File: src/rtl/rom_sdr_write_coalescer.sv
// Pairs loader byte writes into 16-bit SDRAM word writes through a small FIFO.
// Optional counters for acked words and partial pushes are enabled by COALESCE_STATS_EN.
module rom_sdr_write_coalescer #(
  parameter int unsigned FIFO_DEPTH = 4,
  parameter int unsigned ADDR_W     = 25
) (
  input  logic              clk,
  input  logic              reset,
  input  logic [ADDR_W-1:0] in_addr,
  input  logic [15:0]       in_data,
  input  logic [1:0]        in_be,
  input  logic              in_req,
  output logic              in_rdy,
  input  logic              flush,
  output logic [ADDR_W-1:0] sdr_addr,
  output logic [15:0]       sdr_data,
  output logic [1:0]        sdr_be,
  output logic              sdr_req,
  input  logic              sdr_ack,
  output logic              busy
`ifdef COALESCE_STATS_EN
  ,
  output logic [31:0]       stat_words,
  output logic [31:0]       stat_partial
`endif
);

  localparam int unsigned PTR_W = $clog2(FIFO_DEPTH);
  localparam int unsigned CNT_W = $clog2(FIFO_DEPTH) + 1;
  localparam int unsigned WA_W  = ADDR_W - 1;
  localparam logic [CNT_W-1:0] DEPTH_C = CNT_W'(FIFO_DEPTH);

  localparam logic [1:0] S_IDLE = 2'd0;
  localparam logic [1:0] S_REQ  = 2'd1;
  localparam logic [1:0] S_GAP  = 2'd2;

  logic            r_hold_v;
  logic [WA_W-1:0] r_hold_wa;
  logic [15:0]     r_hold_data;
  logic [1:0]      r_hold_be;
  logic            r_pend_flush;
  logic            r_rdy;
  logic            r_guard;

  logic [WA_W-1:0] r_fifo_wa   [FIFO_DEPTH];
  logic [15:0]     r_fifo_data [FIFO_DEPTH];
  logic [1:0]      r_fifo_be   [FIFO_DEPTH];
  logic [PTR_W-1:0] r_wr_ptr;
  logic [PTR_W-1:0] r_rd_ptr;
  logic [CNT_W-1:0] r_count;

  logic [1:0]        r_state;
  logic              r_sdr_req;
  logic [ADDR_W-1:0] r_sdr_addr;
  logic [15:0]       r_sdr_data;
  logic [1:0]        r_sdr_be;
  logic              r_busy;

  logic            w_space;
  logic            w_pend_push;
  logic            w_accept;
  logic            w_same;
  logic [WA_W-1:0] w_in_wa;
  logic            w_push;
  logic [WA_W-1:0] w_push_wa;
  logic [15:0]     w_push_data;
  logic [1:0]      w_push_be;
  logic            w_hold_v_d;
  logic [WA_W-1:0] w_hold_wa_d;
  logic [15:0]     w_hold_data_d;
  logic [1:0]      w_hold_be_d;
  logic            w_pend_d;
  logic            w_pop;
  logic [CNT_W-1:0] w_count_d;
  logic [1:0]      w_state_d;
  logic            w_req_d;
  logic            w_load;
  logic            w_busy_d;
  logic            w_unused_addr0;

  assign w_unused_addr0 = in_addr[0];
  assign w_in_wa        = in_addr[ADDR_W-1:1];
  assign w_space        = (r_count < DEPTH_C);
  // A flush left pending by a full FIFO goes ahead of any new byte once space opens.
  assign w_pend_push    = r_pend_flush & r_hold_v & w_space;
  assign w_accept       = in_req & w_space & ~r_rdy & ~r_guard & ~w_pend_push;
  assign w_same         = r_hold_v && (r_hold_be == 2'b01) && (r_hold_wa == w_in_wa);
  assign w_pop          = (r_state == S_REQ) & sdr_ack;

  always_comb begin
    w_push        = 1'b0;
    w_push_wa     = r_hold_wa;
    w_push_data   = r_hold_data;
    w_push_be     = r_hold_be;
    w_hold_v_d    = r_hold_v;
    w_hold_wa_d   = r_hold_wa;
    w_hold_data_d = r_hold_data;
    w_hold_be_d   = r_hold_be;
    w_pend_d      = r_pend_flush;
    if (w_accept) begin
      // A flush arriving with a byte acts on the hold that byte leaves behind.
      w_pend_d = flush;
      case (in_be)
        2'b01: begin
          w_push        = r_hold_v;
          w_hold_v_d    = 1'b1;
          w_hold_wa_d   = w_in_wa;
          w_hold_data_d = {8'h00, in_data[7:0]};
          w_hold_be_d   = 2'b01;
        end
        2'b10: begin
          if (w_same) begin
            w_push      = 1'b1;
            w_push_data = {in_data[15:8], r_hold_data[7:0]};
            w_push_be   = 2'b11;
            w_hold_v_d  = 1'b0;
          end else begin
            w_push        = r_hold_v;
            w_hold_v_d    = 1'b1;
            w_hold_wa_d   = w_in_wa;
            w_hold_data_d = {in_data[15:8], 8'h00};
            w_hold_be_d   = 2'b10;
          end
        end
        2'b11: begin
          w_push        = r_hold_v;
          w_hold_v_d    = 1'b1;
          w_hold_wa_d   = w_in_wa;
          w_hold_data_d = in_data;
          w_hold_be_d   = 2'b11;
        end
        default: ;
      endcase
    end else if (flush || r_pend_flush) begin
      if (!r_hold_v) begin
        w_pend_d = 1'b0;
      end else if (w_space) begin
        w_push     = 1'b1;
        w_hold_v_d = 1'b0;
        w_pend_d   = 1'b0;
      end else begin
        w_pend_d = 1'b1;
      end
    end
  end

  always_comb begin
    case ({w_push, w_pop})
      2'b10:   w_count_d = r_count + 1'b1;
      2'b01:   w_count_d = r_count - 1'b1;
      default: w_count_d = r_count;
    endcase
  end

  always_comb begin
    w_state_d = r_state;
    w_req_d   = r_sdr_req;
    w_load    = 1'b0;
    case (r_state)
      S_IDLE: if (r_count != '0) begin
        w_state_d = S_REQ;
        w_req_d   = 1'b1;
        w_load    = 1'b1;
      end
      S_REQ: if (sdr_ack) begin
        w_state_d = S_GAP;
        w_req_d   = 1'b0;
      end
      S_GAP:   w_state_d = S_IDLE;
      default: begin
        w_state_d = S_IDLE;
        w_req_d   = 1'b0;
      end
    endcase
  end

  assign w_busy_d = w_hold_v_d | (w_count_d != '0) | w_req_d | w_pend_d;

  always_ff @(posedge clk) begin
    if (w_push) begin
      r_fifo_wa[r_wr_ptr]   <= w_push_wa;
      r_fifo_data[r_wr_ptr] <= w_push_data;
      r_fifo_be[r_wr_ptr]   <= w_push_be;
    end
  end

  always_ff @(posedge clk or posedge reset) begin
    if (reset) begin
      r_hold_v     <= 1'b0;
      r_hold_wa    <= '0;
      r_hold_data  <= '0;
      r_hold_be    <= '0;
      r_pend_flush <= 1'b0;
      r_rdy        <= 1'b0;
      r_guard      <= 1'b0;
      r_wr_ptr     <= '0;
      r_rd_ptr     <= '0;
      r_count      <= '0;
      r_state      <= S_IDLE;
      r_sdr_req    <= 1'b0;
      r_sdr_addr   <= '0;
      r_sdr_data   <= '0;
      r_sdr_be     <= '0;
      r_busy       <= 1'b0;
    end else begin
      r_hold_v     <= w_hold_v_d;
      r_hold_wa    <= w_hold_wa_d;
      r_hold_data  <= w_hold_data_d;
      r_hold_be    <= w_hold_be_d;
      r_pend_flush <= w_pend_d;
      r_rdy        <= w_accept;
      r_guard      <= r_rdy;
      if (w_push) r_wr_ptr <= r_wr_ptr + 1'b1;
      if (w_pop)  r_rd_ptr <= r_rd_ptr + 1'b1;
      r_count      <= w_count_d;
      r_state      <= w_state_d;
      r_sdr_req    <= w_req_d;
      if (w_load) begin
        r_sdr_addr <= {r_fifo_wa[r_rd_ptr], 1'b0};
        r_sdr_data <= r_fifo_data[r_rd_ptr];
        r_sdr_be   <= r_fifo_be[r_rd_ptr];
      end
      r_busy       <= w_busy_d;
    end
  end

  assign in_rdy   = r_rdy;
  assign sdr_req  = r_sdr_req;
  assign sdr_addr = r_sdr_addr;
  assign sdr_data = r_sdr_data;
  assign sdr_be   = r_sdr_be;
  assign busy     = r_busy;

`ifdef COALESCE_STATS_EN
  logic [31:0] r_stat_words;
  logic [31:0] r_stat_partial;

  always_ff @(posedge clk or posedge reset) begin
    if (reset) begin
      r_stat_words   <= '0;
      r_stat_partial <= '0;
    end else begin
      if (w_pop && (r_stat_words != 32'hFFFF_FFFF)) r_stat_words <= r_stat_words + 1'b1;
      if (w_push && (w_push_be != 2'b11) && (r_stat_partial != 32'hFFFF_FFFF)) begin
        r_stat_partial <= r_stat_partial + 1'b1;
      end
    end
  end

  assign stat_words   = r_stat_words;
  assign stat_partial = r_stat_partial;
`endif

endmodule

File: config.mk
export PLATFORM = sky130hd
export DESIGN_NAME = rom_sdr_write_coalescer
export DESIGN_NICKNAME = d
export VERILOG_FILES = /design/src/rtl/rom_sdr_write_coalescer.sv
export SDC_FILE = /design/constraint.sdc
export NUM_CORES = 1
export LEC_CHECK = 0
export CAP_MARGIN = 20
export CORE_UTILIZATION = 35
export CTS_CLUSTER_DIAMETER = 120
export CTS_CLUSTER_SIZE = 12
export DETAILED_ROUTE_END_ITERATION = 7
export HOLD_SLACK_MARGIN = 0.1
export PLACE_DENSITY_LB_ADDON = 0.05
export SYNTH_ARGS = -nofsm -noshare
export SYNTH_HDL_FRONTEND = slang
export SYNTH_SLANG_ARGS = --single-unit
File: constraint.sdc
create_clock -name clk -period 6.79 [get_ports clk]
set_input_delay 1.358 -clock clk [delete_from_list [all_inputs] [get_ports clk]]
set_output_delay 1.358 -clock clk [all_outputs]
set_load 0.1 [all_outputs]
==> flow_summary_export.csv, run 1 <==
group,metric,value,unit
timing,drv_slew,0,
yosys,syn-instance-count,576,
place,place_area,11900,um2
drt,firstDrtPassIters,4,
grt,grt_overflow,0,
timing,fin_crit_sh,0.690,
timing,setup_violations,0,
clock_network,post_cts_resized,0,
final_layout,fillCellCount,2645,
clock_network,cts_root_buffer,"clkbuf_16",
critical_path,crit_type,"in2reg",
floorplan,rows,63,
drt,wire_per_inst,20.5,um
grt,grt_antenna_before_repair,0,
clock_network,cts_buffer_depth,3,
place,port_buffers,91,
yosys,synthArstFlopShare,0.371,
clock_network,clkTransAtPathRegs,0.07,ns
place,dp_hpwl,13.6,mm
critical_path,worstPathRequired,7.20,ns
critical_path,end_kind,"flop",
floorplan,die_area,30700,um2
drt,wirelength_met1,10.0,mm
pwr,peakVddDrop,362,uV
timing,fin_skew,0.0144,ns
yosys,ys_ff_latch,267,
critical_path,crit_fanout,8,
yosys,yosysWarnings,0,
yosys,synth_area,10500,um2
pwr,p_total,6580,uW
floorplan,initial_core_util,0.355,
critical_path,r2r-start,"r_count[2]",
critical_path,crit_arrival,5.09,ns
run_status,status,"finished clean",
timing,fmax,213,MHz
timing,finalHoldViolations,0,
clock_network,cts-htree-levels,1,
min_path,hold_class,"reg2reg",
yosys,synthFlopType,"edfxtp_1",
floorplan,die_w,175,um
timing,finalSetupTns,0,ns
yosys,synth_edf_count,168,
drt,drtIter0Drc,390,
grt,grt_max_degree,58,
grt,grt_usage,0.152,
place,gp_congestion,0.696,
final_layout,diodes,0,
clock_network,holdBufCountCts,0,
grt,grt_pass1_wl,34.5,mm
floorplan,io_pins,94,
final_layout,fin_area,12700,um2
min_path,hold_path.startpoint,"in_rdy",
yosys,synth.net_count,630,
floorplan,die_h,175,um
pwr,p_leak,0.00453,uW
clock_network,insertion_delay,0.52,ns
drt,drt-vias-per-instance,4.84,
clock_network,post_cts_buffers,0,
drt,wl_met3,831,um
flow_run,cap_violations,0,
timing,max_slew_margin,0.344,
timing,period_needed,4.68,ns
floorplan,core,29600,um2
clock_network,cts_tree,"done",
yosys,synth_top_area_cell,"edfxtp_1",
drt,met2_length,11.2,mm
yosys,syn_avg_cell_area,18.2,um2
drt,final_antenna_net_count,0,
pwr,powerDensity,520,nW/um2
drt,drcViolationCount,0,
drt,vias,5282,
critical_path,worstSetupStartpoint,"in_req",
timing,tightest_slew,0.980,ns
drt,routed_wl,22.4,mm
clock_network,cts_made_buffers,26,
clock_network,clock_sinks,267,
timing,rsz0062_at_grt,"false",
grt,grt_pass1_vias,5760,
final_layout,drive_gt1_frac,0.250,
final_layout,areaGrowthSynthToFinish,20.6,%
final_layout,finalNetCount,735,
critical_path,cp-start-kind,"input port",
yosys,synth_top_cells_by_area,"edfxtp_1 (48%), dfrtp_1 (24%), mux4_2 (9.0%), mux2_2 (7.2%), xor2_1 (1.9%)",
yosys,synth.top_cell.area_share,0.481,
yosys,ys_seq_area_frac,0.717,
yosys,synth_cell_types,46,
drt,top_layer,"met4",
-- cell type report --
| cell class | count | area (um2) | share of cell area |
|---|---|---|---|
| clock buffer | 47 | 751 | 0.0593 |
| clock inverter | 1 | 11.3 | 0.000890 |
| inverter | 10 | 40.0 | 0.00316 |
| multi-input combinational | 272 | 2830 | 0.224 |
| sequential | 267 | 7520 | 0.595 |
| tap | 390 | 488 | 0.0386 |
| timing repair buffer | 104 | 1010 | 0.0797 |
-- synthesized netlist by cell type (2+ instances only) --
cell type / count
nor4_1: 7
clkbuf_1: 21
mux2_4: 7
edfxtp_1: 168
o31ai_1: 8
nand2_1: 31
o21ai_0: 20
nand4_1: 2
buf_2: 3
nand2b_1: 2
inv_1: 10
nor3_1: 5
and2_1: 5
ha_1: 5
a21oi_1: 2
nand3_1: 2
nor2b_1: 4
nor2_1: 12
or4_1: 2
mux2_2: 67
xor2_1: 23
mux4_2: 42
o21a_1: 3
dfrtp_1: 99
xnor2_1: 5
-- path summary, 6_finish.rpt --
check | to | cells past startpoint | slack, ns
worst max-delay path | busy | 15 | 2.11
worst min-delay path | r_guard | 0 | 0.43
worst max register to register | busy | 14 | 2.83
worst min register to register | r_guard | 0 | 0.43
max in group asynchronous | r_rd_ptr[0] | 3 | 4.23
min in group asynchronous | sdr_addr[2] | 2 | 1.25
-- through the flow --
| step | hold slack, ns | setup WS [ns] | utilization | std cells |
|---|---|---|---|---|
| final | 0.433 | 2.11 | 0.428 | 1091 |
| after global routing | 0.444 | 1.93 | 0.428 | 1091 |
| after CTS | 0.432 | 2.12 | 0.428 | 1091 |
| after detailed placement | 0.398 | 1.59 | 0.402 | 1043 |
| after global placement | 0.394 | 1.76 | 0.402 | 1043 |
| after floorplan | 0.470 | 2.62 | - | 576 |
-- placed cells by master, fill, tap and decap left out, types with 2 or more instances in the layout --
master	count
edfxtp_1	168
dfrtp_1	97
clkdlybuf4s50_1	91
mux2_2	67
mux4_2	42
nand2_1	31
clkbuf_16	27
xor2_1	23
o21ai_0	20
clkbuf_1	20
buf_4	13
nor2_1	11
inv_1	9
o31ai_1	8
nor4_1	7
mux2_4	7
xnor2_1	5
and2_2	5
ha_1	5
nor2b_1	4
nor3_1	4
o21a_1	3
nand3_1	2
nand4_1	2
nand2b_1	2
a21oi_1	2
or4_1	2
dfrtp_2	2
-- layer usage --
layer  vias up  track usage
met1      2738        0.204
met2       108        0.258
met3        25       0.0235
li1       2411            -
met4         0       0.0362
met5         -            0
-- critical path, stage by stage --
cell,delay [ns]
clkdlybuf4s50_1,0.45
or4b_1,0.45
a21oi_2,0.35
o21a_1,0.36
o21a_1,0.35
inv_1,0.09
ha_1,0.24
inv_1,0.09
fa_1,0.18
xor2_1,0.16
nor2_1,0.06
xor2_1,0.15
nor3_1,0.14
or3b_2,0.45
a21o_2,0.20
-- power by group --
part | internal, uW | leakage [uW] | switching [uW] | total [uW]
Clock | 744 | 0.000362 | 580 | 1320
Sequential | 2270 | 0.00272 | 335 | 2610
Combinational | 938 | 0.00145 | 1700 | 2640
-- registers in the layout, summed over array words and instances, names as in the netlist, 3 cells and up --
| register | flops |
|---|---|
| r_hold_data | 16 |
| sdr_data | 16 |
| r_count | 3 |
| r_hold_wa | 24 |
| sdr_addr | 24 |
| r_fifo_be | 8 |
| r_fifo_data | 64 |
| r_fifo_wa | 96 |
-- kinds of logic (layout without fill, tap and decap cells) --
logic type      Yosys count  in the layout  synth area share
other cells               1              1          0.000358
fa+ha+maj                 6              6           0.00787
flops                   267            267             0.717
simple gates             82             82            0.0409
compound gates           39             39            0.0234
buf+inv                  37            162            0.0147
mux                     116            116             0.172
xor+xnor                 28             28            0.0234
No activity file was read; power rests on OpenSTA's default activity.
==> inputs of run 2 (changes only) <==
==> constraint.sdc (replaced) <==
create_clock -name clk -period 4.07 [get_ports clk]
set_input_delay 0.814 -clock clk [delete_from_list [all_inputs] [get_ports clk]]
set_output_delay 0.814 -clock clk [all_outputs]
set_load 0.1 [all_outputs]
==> run 2 against run 1 <==
Die area did not move; flip-flop and latch count did not move; first-iteration DRC count fell by 34%; non-clock buffer count rose by 10; via count rose by 2.2%; global-route usage rose by 0.46 points; count of clock-buffer cells in the layout did not move; cell area rose by 0.89%; setup slack got worse by 1.6 ns; worst hold slack got worse by 0.0022 ns.
==> flow_summary_export.csv, run 2 (synthesis gave the netlist of run 1 again) <==
group,metric,value,unit
clock_network,cts_buffer_depth,3,
grt,grt_max_degree,48,
place,dp_hpwl,14.2,mm
critical_path,slowest_delay,0.46,ns
timing,fin_crit_sh,0.878,
run_status,status,"finished clean",
final_layout,drive_gt1_frac,0.260,
critical_path,crit_arrival,3.99,ns
critical_path,r2r-start,"r_count[2]",
critical_path,crit_type,"in2reg",
critical_path,worstRegToRegCells,14,
clock_network,post_cts_buffers,0,
timing,tightest_slew,1.02,ns
clock_network,cts-htree-levels,1,
drt,drtIter0Drc,258,
clock_network,holdBufCountCts,0,
pwr,peakVddDrop,558,uV
final_layout,areaGrowthSynthToFinish,21.7,%
clock_network,cts_made_buffers,26,
final_layout,layout_commonest_cell,"edfxtp_1",
critical_path,cp_cell_sequence,"clkdlybuf4s50_1 -> or4b_1 -> a21oi_2 -> nor3_1 -> o21a_1 -> inv_1 -> ha_1 -> inv_1 -> fa_1 -> xor2_1 -> nor2_1 -> xor2_1 -> nor3_1 -> or3b_2 -> a21o_2",
grt,grt_pass1_vias,5706,
timing,max_slew_margin,0.321,
final_layout,regMostFlops,"r_fifo_wa",
drt,wire_per_inst,21.1,um
critical_path,end_kind,"flop",
clock_network,clkTransAtPathRegs,0.06,ns
clock_network,cts_tree,"done",
pwr,p_leak,0.00459,uW
place,gp_congestion,0.701,
timing,fin_skew,0.0132,ns
floorplan,rows,63,
grt,grt_antenna_before_repair,0,
timing,drv_slew,0,
floorplan,die_h,175,um
critical_path,crit_end,"busy",
floorplan,initial_core_util,0.355,
floorplan,core,29600,um2
final_layout,largest_reg_flops,96,
drt,drcViolationCount,0,
critical_path,crit_fanout,4,
final_layout,finalNetCount,745,
drt,drt-vias-per-instance,4.90,
timing,period_needed,3.57,ns
final_layout,final_cell_mix,"edfxtp_1 (168), dfrtp_1 (97), clkdlybuf4s50_1 (91)",
clock_network,post_cts_resized,0,
drt,final_antenna_net_count,0,
timing,rsz0062_at_grt,"false",
timing,hold_ws,0.431,ns
final_layout,reg_top3,"r_fifo_wa: 96 flops, r_fifo_data: 64 flops",
min_path,hold_class,"reg2reg",
timing,setup_violations,0,
clock_network,clock_sinks,267,
timing,fmax,280,MHz
flow_run,cap_violations,0,
clock_network,insertion_delay,0.52,ns
pwr,p_total,11100,uW
critical_path,cp-start-kind,"input port",
grt,grt_usage,0.156,
critical_path,reg2reg_to,"busy",
grt,grt_pass1_wl,35.4,mm
final_layout,diodes,0,
floorplan,die_area,30700,um2
critical_path,ff2ff_setup_slack,0.66,ns
floorplan,die_w,175,um
grt,grt_overflow,0,
critical_path,worstPathRequired,4.48,ns
timing,finalHoldViolations,0,
drt,firstDrtPassIters,4,
pwr,powerDensity,866,nW/um2
place,post-place-ws,-0.0317,ns
drt,routed_wl,23.3,mm
timing,layout_setup_ws,0.497,ns
min_path,hold_depth,0,
floorplan,io_pins,94,
place,port_buffers,91,
critical_path,worstSetupStartpoint,"in_req",
drt,vias,5400,
clock_network,cts_root_buffer,"clkbuf_16",
critical_path,slowest_stage,"or3b_2",
## run 2: power by group
group	internal (uW)	total [uW]	switching [uW]	leakage, uW
combinational	1600	4420	2820	0.00152
sequential	3790	4410	618	0.00272
clock	1240	2230	985	0.000362
total	6640	11100	4420	0.00459
## run 2: metrics by stage
| stage | instances | TNS, ns | cell area (um2) | util |
|---|---|---|---|---|
| floorplan | 576 | 0 | 10500 | - |
| global placement | 1053 | 0 | 12000 | 0.406 |
| detailed placement | 1053 | -0.0317 | 12000 | 0.406 |
| CTS | 1101 | 0 | 12800 | 0.432 |
| global route | 1101 | 0 | 12800 | 0.432 |
| finish | 1101 | 0 | 12800 | 0.432 |
## run 2: critical path, delay by kind of cell
kind,cells,cell delay [ns]
AOI/OAI and AO/OA,3,0.60
buffers and inverters,3,0.57
and+or+nand+nor,5,1.20
xor gates and xnor gates,2,0.29
adders and majority gates,2,0.53
## run 2: layout make-up
class	instances	area, um2
Clock buffer	47	751
Tap cell	390	488
Timing Repair Buffer	114	1120
Sequential cell	267	7520
Clock inverter	1	11.3
Inverter	10	40.0
Multi-Input combinational cell	272	2830
Fill cell	2618	16800
## run 2: how the worst min path moves through the flow
stage,from,slack [ns],to
after CTS,in_rdy,0.44,r_guard
final,in_rdy,0.43,r_guard
after global routing,in_rdy,0.45,r_guard
after global placement,in_rdy,0.38,r_guard
after detailed placement,in_rdy,0.41,r_guard
after floorplan,r_hold_data[0],0.47,r_fifo_data[0][0]
## run 2: metal layers
layer / up-vias / global-route usage / part of all wire
met4: 0 / 0.0446 / 0.020
met3: 31 / 0.0259 / 0.038
met1: 2837 / 0.220 / 0.46
li1: 2427 / - / -
met2: 105 / 0.250 / 0.48
met5: - / 0 / 0
==> inputs of run 3 (changes only) <==
--- a/config.mk
+++ b/config.mk
@@ -10,6 +10,7 @@
 export CTS_CLUSTER_DIAMETER = 120
 export CTS_CLUSTER_SIZE = 12
 export DETAILED_ROUTE_END_ITERATION = 7
+export DONT_BUFFER_PORTS = 1
 export HOLD_SLACK_MARGIN = 0.1
 export PLACE_DENSITY_LB_ADDON = 0.05
 export SYNTH_ARGS = -nofsm -noshare
==> run 3 against run 2 <==
Critical path type is now reg2reg; critical endpoint unchanged; setup slack better by 0.0059 ns; non-clock buffer count is 96 lower; clock skew is 0.0024 ns lower; via count is 7.8% lower.
==> flow_summary_export.csv, run 3 (synthesis gave the netlist of run 1 again) <==
group,metric,value,unit
timing,drv_slew,0,
clock_network,insertion_delay,0.53,ns
critical_path,crit_arrival,3.99,ns
timing,setup_violations,0,
critical_path,crit_fanout,8,
floorplan,rows,63,
final_layout,fin_area,11800,um2
drt,routed_wl,22.7,mm
timing,hold_ws,0.302,ns
clock_network,cts_tree,"done",
clock_network,cts_made_buffers,26,
final_layout,largest_reg_flops,96,
min_path,hold_class,"in2async",
final_layout,regMostFlops,"r_fifo_wa",
final_layout,areaGrowthSynthToFinish,12.9,%
critical_path,cp_top_family,"simple AND/OR/NAND/NOR gates",
timing,finalSetupTns,0,ns
floorplan,io_pins,94,
critical_path,slowest_stage,"or4b_1",
final_layout,drive_gt1_frac,0.293,
timing,rsz0062_at_grt,"false",
final_layout,final_cell_mix,"edfxtp_1 (168), dfrtp_1 (97), mux2_2 (67)",
flow_run,cap_violations,0,
critical_path,ff2ff_setup_slack,0.50,ns
drt,top_layer,"met4",
floorplan,initial_core_util,0.355,
critical_path,worstRegToRegCells,14,
floorplan,die_area,30700,um2
place,place_area,11100,um2
drt,wirelength_met1,10.1,mm
critical_path,reg2reg_to,"busy",
clock_network,clock_sinks,267,
drt,drcViolationCount,0,
critical_path,critical_path_cell_count,14,
clock_network,cts-htree-levels,1,
drt,vias,4979,
critical_path,cp_cell_sequence,"or4b_1 -> a21oi_2 -> nor3_1 -> o21a_1 -> inv_1 -> ha_1 -> inv_1 -> fa_1 -> xor2_1 -> nor2_1 -> xor2_1 -> nor3_1 -> or3b_2 -> a21o_2",
grt,grt_usage,0.154,
timing,fin_crit_sh,0.876,
grt,grt_pass1_wl,35.0,mm
timing,fmax,280,MHz
place,gp_congestion,0.688,
grt,grt_pass1_vias,5431,
timing,finalHoldViolations,0,
drt,met2_length,10.9,mm
critical_path,worst-path-buf-inv,2,
clock_network,post_cts_resized,0,
floorplan,die_w,175,um
place,post-place-ws,0.279,ns
final_layout,layout_commonest_cell,"edfxtp_1",
run_status,status,"finished clean",
final_layout,diodes,0,
final_layout,reg_top3,"r_fifo_wa: 96 flops, r_fifo_data: 64 flops",
critical_path,end_kind,"flop",
final_layout,finalNetCount,649,
clock_network,post_cts_buffers,0,
critical_path,slowest_delay,0.56,ns
floorplan,die_h,175,um
drt,final_antenna_net_count,0,
floorplan,core,29600,um2
critical_path,cp-start-kind,"flop",
drt,firstDrtPassIters,4,
timing,max_slew_margin,0.366,
grt,grt_overflow,0,
drt,wire_per_inst,22.6,um
timing,fin_skew,0.0108,ns
place,dp_hpwl,13.7,mm
clock_network,holdBufCountCts,0,
critical_path,crit_type,"reg2reg",
grt,grt_antenna_before_repair,0,
timing,layout_setup_ws,0.503,ns
critical_path,worstPathRequired,4.49,ns
timing,tightest_slew,0.951,ns
critical_path,r2r-start,"r_count[2]",
clock_network,cts_root_buffer,"clkbuf_16",
clock_network,cts_buffer_depth,3,
grt,grt_max_degree,59,
place,port_buffers,0,
drt,drt-vias-per-instance,4.95,
clock_network,clkTransAtPathRegs,0.06,ns
timing,period_needed,3.57,ns
drt,wl_met3,1.14,mm
drt,drtIter0Drc,200,
run 3: metal layers:
layer / global-route usage / vias to the layer above
met5: 0 / -
met4: 0.0467 / 0
met3: 0.0320 / 33
met2: 0.249 / 103
met1: 0.209 / 2606
li1: - / 2237
run 3: final cells by class:
cell class              count  area (um2)
fillers                  2718       17700
flip-flops and latches    267        7520
multi-input cells         272        2830
clock buffers              47         751
well taps                 390         488
repair buffers             18         198
inverters                  10        40.0
clock inverters             1        11.3
run 3: how the worst max path moves through the flow:
| stage | start | to | slack [ns] |
|---|---|---|---|
| after floorplan | in_rdy | busy | 0.32 |
| after global placement | in_req | busy | 0.36 |
| after detailed placement | in_req | busy | 0.28 |
| after CTS | r_count[2] | busy | 0.51 |
| after global routing | r_count[2] | busy | 0.29 |
| final | r_count[2] | busy | 0.50 |
run 3: through the flow:
step           instances  utilization
3_5_place_dp         957        0.375
2_1_floorplan        576            -
5_1_grt             1005        0.401
3_3_place_gp         957        0.375
4_1_cts             1005        0.401
6_report            1005        0.401
run 3: worst register-to-register path: cells and delay by family (launching register included):
kind            cells  cell delay, ns
fa+ha+maj           2            0.56
buf+inv             2            0.15
flops               1            0.44
simple gates        5            1.38
xor+xnor            2            0.26
compound gates      3            0.68
Power of run 3 is left out: the tool's default activity adds up to more than one toggle a clock period on the data nets, which glitch-free logic cannot reach.
